File: config.mk
export PLATFORM = sky130hd
export DESIGN_NAME = exec_stage
export DESIGN_NICKNAME = d
export VERILOG_FILES = /design/src/rtl/exec_stage.sv
export SDC_FILE = /design/constraint.sdc
export NUM_CORES = 2
export LEC_CHECK = 0
export ABC_CLOCK_PERIOD_IN_PS = 5300
export CORE_MARGIN = 2
export CORE_UTILIZATION = 41
export CTS_BUF_LIST = sky130_fd_sc_hd__clkbuf_8 sky130_fd_sc_hd__clkbuf_16
export CTS_CLUSTER_SIZE = 25
export DETAILED_ROUTE_END_ITERATION = 7
export HOLD_SLACK_MARGIN = 0.03
export MAX_ROUTING_LAYER = met4
export PLACE_DENSITY = 0.67
export SLEW_MARGIN = 5
export SYNTH_ARGS = -nofsm -noshare
export SYNTH_HDL_FRONTEND = slang
export SYNTH_SLANG_ARGS = --single-unit
File: constraint.sdc
create_clock -name CLK -period 5.3 [get_ports CLK]
set_input_delay 0.53 -clock CLK [delete_from_list [all_inputs] [get_ports CLK]]
set_output_delay 0.53 -clock CLK [all_outputs]
set_load 0.03 [all_outputs]
File: src/rtl/exec_stage.sv
// exec_stage: RV64 execute stage. Integer ALU, address generation and branch
// compare with one-cycle latency, plus an optional iterative M-extension
// multiply/divide unit that stalls upstream while it runs.
// Build option: define EXEC_MULDIV_EN to include the multiply/divide FSM and
// datapath. Without it, md ops complete in one cycle with alu_res = 0.
//
// Muldiv FSM states:
//   state  | meaning
//   S_IDLE | no md op in flight; accepting a md op raises stall_o
//   S_BUSY | one radix-2 iteration per cycle, stall_o high
//   S_DONE | result ready; registered to outputs on leaving, stall_o low
module exec_stage (
  input  logic        CLK,
  input  logic        RST_N,
  input  logic        valid_i,
  input  logic        flush_i,
  input  logic [63:0] PC_i,
  input  logic [63:0] rs1_i,
  input  logic [63:0] rs2_i,
  input  logic [63:0] imm_i,
  input  logic [4:0]  rd_i,
  input  logic [3:0]  alu_op_i,
  input  logic        md_en_i,
  input  logic [2:0]  md_op_i,
  input  logic        word_i,
  input  logic        is_mem_i,
  input  logic        LOAD_i,
  input  logic [2:0]  mem_para_i,
  input  logic        branch_flag_i,
  input  logic        write_back_i,
  output logic        EN,
  output logic [63:0] address,
  output logic [63:0] value,
  output logic        LOAD,
  output logic [2:0]  mem_para,
  output logic [63:0] alu_res,
  output logic [4:0]  rd_o,
  output logic        write_back,
  output logic        branch_flag_o,
  output logic [63:0] branch_offset,
  output logic [63:0] PC_o,
  output logic        stall_o
);

  typedef struct packed {
    logic        en;
    logic [63:0] address;
    logic [63:0] value;
    logic        load;
    logic [2:0]  mem_para;
    logic [63:0] alu_res;
    logic [4:0]  rd;
    logic        write_back;
    logic        branch_flag;
    logic [63:0] branch_offset;
    logic [63:0] pc;
  } out_t;

  out_t        out_d, out_q;
  logic [63:0] opb, a_w, b_w, srl_src, alu_r, alu_y;
  logic [5:0]  shamt;
  logic [63:0] md_res;
  logic        md_stall;

  // Single-cycle ALU; *W ops work on sign-extended low words
  always_comb begin
    opb = branch_flag_i ? rs2_i : imm_i;
    if (word_i) begin
      a_w     = {{32{rs1_i[31]}}, rs1_i[31:0]};
      b_w     = {{32{opb[31]}}, opb[31:0]};
      shamt   = {1'b0, opb[4:0]};
      srl_src = {32'd0, rs1_i[31:0]};
    end else begin
      a_w     = rs1_i;
      b_w     = opb;
      shamt   = opb[5:0];
      srl_src = rs1_i;
    end
    case (alu_op_i)
      4'd0:          alu_r = a_w + b_w;
      4'd1:          alu_r = a_w - b_w;
      4'd2:          alu_r = a_w << shamt;
      4'd3, 4'd12:   alu_r = {63'd0, $signed(a_w) < $signed(b_w)};
      4'd4, 4'd14:   alu_r = {63'd0, a_w < b_w};
      4'd5:          alu_r = a_w ^ b_w;
      4'd6:          alu_r = srl_src >> shamt;
      4'd7:          alu_r = $signed(a_w) >>> shamt;
      4'd8:          alu_r = a_w | b_w;
      4'd9:          alu_r = a_w & b_w;
      4'd10:         alu_r = {63'd0, a_w == b_w};
      4'd11:         alu_r = {63'd0, a_w != b_w};
      4'd13:         alu_r = {63'd0, $signed(a_w) >= $signed(b_w)};
      default:       alu_r = {63'd0, a_w >= b_w};
    endcase
    alu_y = word_i ? {{32{alu_r[31]}}, alu_r[31:0]} : alu_r;
  end

`ifdef EXEC_MULDIV_EN
  typedef enum logic [1:0] {S_IDLE, S_BUSY, S_DONE} state_t;

  state_t       state_q, state_d;
  logic [64:0]  hi_q, hi_d;
  logic [63:0]  lo_q, lo_d, dv_q, dv_d;
  logic [5:0]   cnt_q, cnt_d;
  logic [2:0]   op_q, op_d;
  logic         wd_q, wd_d, negq_q, negq_d, negr_q, negr_d;
  logic         sa, sb, sign_a, sign_b;
  logic [63:0]  a_x, b_x, ua, ub;
  logic [128:0] step_init, step_cur;
  logic [127:0] prod, prod_s;
  logic [63:0]  quo, rem, md_raw;

  // One radix-2 iteration: shift-add multiply or restoring divide on {hi,lo}
  function automatic logic [128:0] md_step(input logic [64:0] hi, input logic [63:0] lo,
                                           input logic [63:0] dv, input logic is_div);
    logic [64:0] t;
    if (is_div) begin
      t = {hi[63:0], lo[63]};
      if (t >= {1'b0, dv}) return {t - {1'b0, dv}, lo[62:0], 1'b1};
      else                 return {t, lo[62:0], 1'b0};
    end else begin
      t = hi + (lo[0] ? {1'b0, dv} : 65'd0);
      return {1'b0, t, lo[63:1]};
    end
  endfunction

  // Operand magnitudes and sign fixups; the first iteration runs on the accept cycle
  always_comb begin
    sa        = (md_op_i == 3'd1) || (md_op_i == 3'd2) || (md_op_i == 3'd4) || (md_op_i == 3'd6);
    sb        = (md_op_i == 3'd1) || (md_op_i == 3'd4) || (md_op_i == 3'd6);
    a_x       = word_i ? {{32{sa & rs1_i[31]}}, rs1_i[31:0]} : rs1_i;
    b_x       = word_i ? {{32{sb & rs2_i[31]}}, rs2_i[31:0]} : rs2_i;
    sign_a    = sa & a_x[63];
    sign_b    = sb & b_x[63];
    ua        = sign_a ? -a_x : a_x;
    ub        = sign_b ? -b_x : b_x;
    step_init = md_step(65'd0, (md_op_i[2] && word_i) ? {ua[31:0], 32'd0} : ua, ub, md_op_i[2]);
    step_cur  = md_step(hi_q, lo_q, dv_q, op_q[2]);
  end

  // Result selection from the finished iteration registers
  always_comb begin
    prod   = wd_q ? {64'd0, hi_q[31:0], lo_q[63:32]} : {hi_q[63:0], lo_q};
    prod_s = negq_q ? -prod : prod;
    quo    = wd_q ? {32'd0, lo_q[31:0]} : lo_q;
    rem    = wd_q ? {32'd0, hi_q[31:0]} : hi_q[63:0];
    case (op_q)
      3'd0:       md_raw = prod_s[63:0];
      3'd1, 3'd2,
      3'd3:       md_raw = prod_s[127:64];
      3'd4, 3'd5: md_raw = negq_q ? -quo : quo;
      default:    md_raw = negr_q ? -rem : rem;
    endcase
    md_res = wd_q ? {{32{md_raw[31]}}, md_raw[31:0]} : md_raw;
  end

  // Muldiv next-state, iteration update and stall request
  always_comb begin
    state_d  = state_q;
    hi_d     = hi_q;
    lo_d     = lo_q;
    dv_d     = dv_q;
    cnt_d    = cnt_q;
    op_d     = op_q;
    wd_d     = wd_q;
    negq_d   = negq_q;
    negr_d   = negr_q;
    md_stall = 1'b0;
    case (state_q)
      S_IDLE: begin
        if (valid_i && md_en_i && !flush_i) begin
          md_stall = 1'b1;
          hi_d     = step_init[128:64];
          lo_d     = step_init[63:0];
          dv_d     = ub;
          cnt_d    = word_i ? 6'd31 : 6'd63;
          op_d     = md_op_i;
          wd_d     = word_i;
          // divide by zero keeps the all-ones quotient unsigned
          negq_d   = sign_a ^ sign_b && !(md_op_i[2] && b_x == 64'd0);
          negr_d   = sign_a;
          state_d  = S_BUSY;
        end
      end
      S_BUSY: begin
        if (flush_i) begin
          state_d = S_IDLE;
        end else begin
          md_stall = 1'b1;
          hi_d     = step_cur[128:64];
          lo_d     = step_cur[63:0];
          cnt_d    = cnt_q - 6'd1;
          if (cnt_q == 6'd1) state_d = S_DONE;
        end
      end
      default: state_d = S_IDLE;
    endcase
  end

  // Muldiv state and iteration registers
  always_ff @(posedge CLK) begin
    if (!RST_N) begin
      state_q <= S_IDLE;
      hi_q    <= '0;
      lo_q    <= '0;
      dv_q    <= '0;
      cnt_q   <= '0;
      op_q    <= '0;
      wd_q    <= 1'b0;
      negq_q  <= 1'b0;
      negr_q  <= 1'b0;
    end else begin
      state_q <= state_d;
      hi_q    <= hi_d;
      lo_q    <= lo_d;
      dv_q    <= dv_d;
      cnt_q   <= cnt_d;
      op_q    <= op_d;
      wd_q    <= wd_d;
      negq_q  <= negq_d;
      negr_q  <= negr_d;
    end
  end
`else
  logic unused_md;
  assign unused_md = ^md_op_i;
  assign md_res    = 64'd0;
  assign md_stall  = 1'b0;
`endif

  // Next output register contents; anything not issuing is a bubble
  always_comb begin
    out_d = '0;
    if (valid_i && !flush_i && !md_stall) begin
      out_d.en = is_mem_i;
      if (is_mem_i) begin
        out_d.address  = rs1_i + imm_i;
        out_d.value    = rs2_i;
        out_d.load     = LOAD_i;
        out_d.mem_para = mem_para_i;
      end
      out_d.alu_res       = md_en_i ? md_res : alu_y;
      out_d.rd            = rd_i;
      out_d.write_back    = write_back_i;
      out_d.branch_flag   = branch_flag_i;
      out_d.branch_offset = imm_i;
      out_d.pc            = PC_i;
    end
  end

  // Output registers
  always_ff @(posedge CLK) begin
    if (!RST_N) out_q <= '0;
    else        out_q <= out_d;
  end

  assign EN            = out_q.en;
  assign address       = out_q.address;
  assign value         = out_q.value;
  assign LOAD          = out_q.load;
  assign mem_para      = out_q.mem_para;
  assign alu_res       = out_q.alu_res;
  assign rd_o          = out_q.rd;
  assign write_back    = out_q.write_back;
  assign branch_flag_o = out_q.branch_flag;
  assign branch_offset = out_q.branch_offset;
  assign PC_o          = out_q.pc;
  assign stall_o       = md_stall & RST_N;

endmodule

-- Word-level counts from Yosys, hierarchy flattened
Cells that the tools add are included.
- multiplexer cells: 7
- reductions and logical operators: 8
- bitwise gates (word level): 5
- order comparisons: 4
- add/sub/neg operators: 3
- shift-type cells: 3
- equality and inequality tests: 16
- operator list (kind ; number):
    64-bit case mux with 13 select lines ; 1
    64-bit two-way mux ; 5
    64-bit adder ; 2
    64-bit greater-or-equal comparator ; 2
    64-bit less-than comparator ; 2
    64-bit AND ; 1
    64-bit == test ; 1
    64-bit != test ; 1
    64-bit OR ; 1
    64-bit by 6-bit left shift with 64-bit output ; 1
    64-bit by 6-bit right shift with 64-bit output ; 1
    64-bit by 6-bit >>> shifter with 64-bit output ; 1
    64-bit subtractor ; 1
    64-bit XOR ; 1
    4-bit == test (second input constant) ; 7
    4-bit by 3-bit == test with 1-bit output (second input constant) ; 4
    4-bit by 2-bit == test with 1-bit output (second input constant) ; 2
    6-bit two-way mux ; 1
    4-bit by 1-bit == test with 1-bit output (second input constant) ; 1
    4-bit logical NOT ; 1
    2-bit OR reduction ; 2
    3-bit AND reduction ; 1
    3-bit OR reduction ; 1
    1-bit NOT ; 2
    other kinds (3) ; 3
- bits in registers: 332
- output and inout bits: 333
- input bits: 281
- word-level logic and storage cells: 57

-- Longest topological paths before layout
- depth in word-level cells: 5
- depth in mapped cells: 23
- mapped depth without buffers: 17

-- Worst setup path after synthesis
Ideal clock, no wire load.
- kind: input -> register
- start: in branch_flag_i
- end: reg out_q (netlist bit alu_res[63])
- arrival time: 5.046 ns
- library setup time: 0.135 ns
- buffers on the path: 5
- data required time: 5.165 ns
- slack: 0.119 ns
- stages on the path: 18
- cell sequence: buf_6 > mux2i_1 > clkbuf_1 > clkbuf_1 > buf_1 > clkbuf_1 > ha_1 > or4_1 > a31oi_1 > a211oi_1 > a31oi_2 > o211ai_1 > o41a_1 > o21ai_1 > a311oi_1 > a211oi_1 > xor2_1 > o221ai_1
- longest elaborated chain between the ends: 5
- elaborated cells on any way between the ends: 13
- classes of those cells: 2 x add/sub; 3 x shift; 5 x mux; 3 x bitwise
- ends and longest elaborated chain (element ; line ; source):
    start, declared ; 29 ; input logic branch_flag_i,
    64-bit two-way mux * ; 67 ; opb = branch_flag_i ? rs2_i : imm_i;
    64-bit two-way mux or 6-bit two-way mux (tied branches) ; 68 ; if (word_i) begin
    64-bit subtractor (tied with other cells) ; 81 ; 4'd1: alu_r = a_w - b_w;
    64-bit case mux with 13 select lines * ; 79 ; case (alu_op_i)
    64-bit two-way mux * ; 95 ; alu_y = word_i ? {{32{alu_r[31]}}, alu_r[31:0]} : alu_r;
    end signal, assigned ; 254 ; else out_q <= out_d;
    end, declared ; 59 ; out_t out_d, out_q;
Mark *: on every way between the ends. The rest lies on a longest branch, timed or not.
A chain may end at the register's enable or synchronous reset.

-- Worst setup path in the final report
- start: in rs1_i[0]
- end: reg out_q (netlist bit address[62])
- longest elaborated chain between the ends: 1
- ends and longest elaborated chain (element ; line ; source):
    start, declared ; 18 ; input logic [63:0] rs1_i,
    64-bit adder ; 237 ; out_d.address = rs1_i + imm_i;
Every way passes these cells.

==> out/metrics.csv <==
metric,value,unit
status,"complete, but fails checks",
violated checks,design-rule violations,
number of synthesized flops with an enable pin,0,
Vias/cell,6.59,
cells taking the most area after synthesis,"sky130_fd_sc_hd__dfxtp_1 20%, sky130_fd_sc_hd__ha_1 10%, sky130_fd_sc_hd__a21oi_1 6.9%, sky130_fd_sc_hd__nand2_1 5.7%, sky130_fd_sc_hd__o21ai_0 5.0%",
via count of the first global-routing pass,43400,
Worst Hold Class,input pin to register,
combinational fraction of design power,53.5,%
worst stage delay on the critical path,850,ps
Final ANT Viol Nets,0,
kind of end point of the critical path,register,
overall overflow remaining after global route,0,
postcts setup bufs,0,
power density of the placed cells,235,nW/um^2
Die Area,85100,sq um
worst hold slack after final layout,490,ps
Cell Rows,105,
total of fill cells in the finished design,7477,
setup repair after global routing missed its margin,no,
final total power,11100,uW
cell repeated most along the worst path,sky130_fd_sc_hd__o31ai_1,
core region area,82000,sq um
hold bufs inserted after CTS,0,
starting density of the core,41.4,%
count of final max-slew check failures,0,
biggest area consumer among synthesized cells,sky130_fd_sc_hd__dfxtp_1,
number of DRC markers after the initial detailed-route iteration,6873,
clock-pin slew on the worst setup and hold paths,50,ps
Via Count,45900,
wire length of the first global-routing pass,320000,um
sequential group share of total power,23.1,%
total number of yosys warnings,0,
count of endpoints failing setup in the final report,0,
number of clock buffers inserted by TritonCTS,38,
Max rail drop VDD,0.280,mV
Die Wd,292,um
source of the critical timing path,rs1_i[0],
number of nets produced by synthesis,5320,
port buffer count,609,
IO Count,614,
clock share of power,23.5,%
mean post-synth cell area,7.12,sq um
Fmax,195,MHz
largest net degree at the start of global routing,110,
master cell of the clock root buffer,sky130_fd_sc_hd__clkbuf_16,
Worst slew margin,16.9,%
library cell contributing the largest single delay on the critical path,sky130_fd_sc_hd__o31ai_1,
share of synthesized area occupied by flip-flops and latches,19.6,%
static leakage power,0.0207,uW
adder and majority cell fraction of the synthesized area,10.2,%
sw power,5000,uW
half-perimeter wire length of the detailed placement result,185000,um
synth cell count leaders,"517 x sky130_fd_sc_hd__nand2_1, 468 x sky130_fd_sc_hd__a21oi_1, 430 x sky130_fd_sc_hd__nor2_1",
simple-gate area share of the yosys netlist,22.7,%
# H-tree levels,2,
compound-gate portion of the synthesized area,29.6,%
crit path DAT,5660,ps
Internal Pwr Total,6140,uW
Post-synth top flop,sky130_fd_sc_hd__dfxtp_1,
total clock sinks,332,
Final nets,6400,
sequential cell area,6650,sq um
share of flip-flops with an asynchronous set or reset,0,%
share of cell area taken by muxes after synthesis,8.13,%
Pre-antenna DRT Iters,8,
final wirelength,230000,um
gpl congestion,1.15,
TritonCTS clock tree,done,
most used standard cell by instance count after synthesis,sky130_fd_sc_hd__nand2_1,
Layout area overhead,39.6,%
antenna violations before repair,23,
worst endpoint required time,5830,ps
Wirelength per Cell,33.0,um
area occupied by multi-input gates,25000,sq um
critical path endpoint,address[62],
Sw Ratio,44.9,%
largest family of logic cells by synthesized area,compound AO/OA/AOI/OAI gates,
number of distinct standard cells referenced by the synthesized netlist,95,
share of layout cells above drive strength 1,16.7,%
worst-margin pin slew,1230,ps
synthesis-stage register bit count,332,
minimum clock period,5130,ps
total global routing track utilization,53.2,%
"critical path, cell by cell",clkdlybuf4s50_1 -> buf_4 -> ha_1 -> inv_1 -> fa_1 -> nor2b_1 -> o31ai_1 -> a21oi_1 -> o2111ai_1 -> o211ai_1 -> nor2_1 -> o21ai_1 -> a311oi_1 -> o31ai_1 -> nand4_1 -> a211o_1 -> nand2_1,
total of max-cap violations,0,
CP max FO,4,
remaining routing DRC violations,6,
synthesized cell area,33900,sq um
XOR/XNOR Fraction of Synth Area,2.87,%
share of the synthesized area in the top cell type,19.6,%
clock tree buffer depth,3,
Tcrit/Tclk final,96.9,%
height of the die,292,um
synthesized instance count,4765,
CP startpoint kind,input pin,
critical path class,input pin to register,
"Hold Violations, Final",0,
[layer usage]
layer	track usage [%]	wire, um
met1	62.3	85400
met2	75.0	92300
met3	18.5	30700
met4	38.7	21700
met5	-	0
[layout make-up]
cell class                      instances  area share (%)
Clock buffer                           41            2.10
Inverter                              226            1.80
Clock inverter                         22           0.354
Sequential cell                       332            14.0
Multi-Input combinational cell       3840            52.8
Antenna cell                           26           0.137
Tap cell                             1070            2.83
Timing Repair Buffer                 1407            26.0
[flip-flops by register name, summed over array words and instances (netlist names), 3 cells and up]
name           count
mem_para           3
address           64
value             64
PC_o              64
branch_offset     64
alu_res           64
rd_o               5
[critical path: cells and delay by family]
family                     cells  cell delay [ps]
and+or+nand+nor                4              780
buffers and inverters          3              820
AOI/OAI and AO/OA              8             2940
adders and majority gates      2              580
[metrics by stage]
stage | instance area [sq um] | std cells | setup WS [ps] | utilization (%) | setup TNS (ps)
floorplan | 33900 | 4765 | 119 | - | 0
global placement | 46100 | 6875 | -126 | 56.3 | -227
detailed placement | 46100 | 6875 | -109 | 56.3 | -216
CTS | 47300 | 6938 | 478 | 57.7 | 0
global route | 47300 | 6960 | 16.8 | 57.8 | 0
finish | 47400 | 6964 | 166 | 57.8 | 0
[power by group through the flow]
stage	Clock, uW	Sequential, uW	Combinational [uW]
floorplan	0	2740	2690
global placement	0	2620	5580
detailed placement	0	2630	5600
CTS	2610	2570	5640
global route	2710	2580	6100
finish	2610	2570	5950
[worst min path at each step]
| stage | startpoint | slack, ps | to | cells past startpoint |
|---|---|---|---|---|
| 2_1_floorplan | PC_i[0] | 650 | PC_o[0] | 1 |
| 6_report | PC_i[11] | 490 | PC_o[11] | 2 |
| 5_1_grt | PC_i[16] | 500 | PC_o[16] | 2 |
| 3_3_place_gp | PC_i[19] | 1100 | PC_o[19] | 2 |
| 4_1_cts | PC_i[1] | 480 | PC_o[1] | 2 |
| 3_5_place_dp | PC_i[60] | 1100 | PC_o[60] | 2 |
[cells by family after synthesis]
group	Yosys count
AOI/OAI and AO/OA	1574
xor gates and xnor gates	111
adders and majority gates	274
buffers and inverters	593
DFF	332
muxes	237
other	1
and+or+nand+nor	1643
[placed cells by master, fill, tap and decap left out, drive strengths merged, types with 14 or more instances in the layout]
master / n
buf: 802
clkdlybuf4s50: 605
nand2: 517
a21oi: 469
nor2: 430
o21ai: 357
dfxtp: 332
ha: 271
inv: 233
mux2i: 170
and2: 160
nand3: 136
and3: 104
o211ai: 97
a31oi: 82
xnor2: 77
a21o: 75
nor3: 74
a221oi: 62
a211oi: 58
nand4: 56
o221ai: 52
o21bai: 50
mux2: 43
clkbuf: 41
nor2b: 40
o31ai: 38
nor4: 38
a22oi: 36
xor2: 34
o22ai: 31
diode: 26
nand2b: 25
mux4: 24
or3: 24
o311ai: 21
o2111ai: 15
o21a: 15
or2: 14
[timing repair]
item,in CTS,in global routing
setup endpoints to repair,0,1
endpoints found under the hold margin,0,0
resized for setup,0,1
Note: power is estimated with default switching activity, not from simulation.
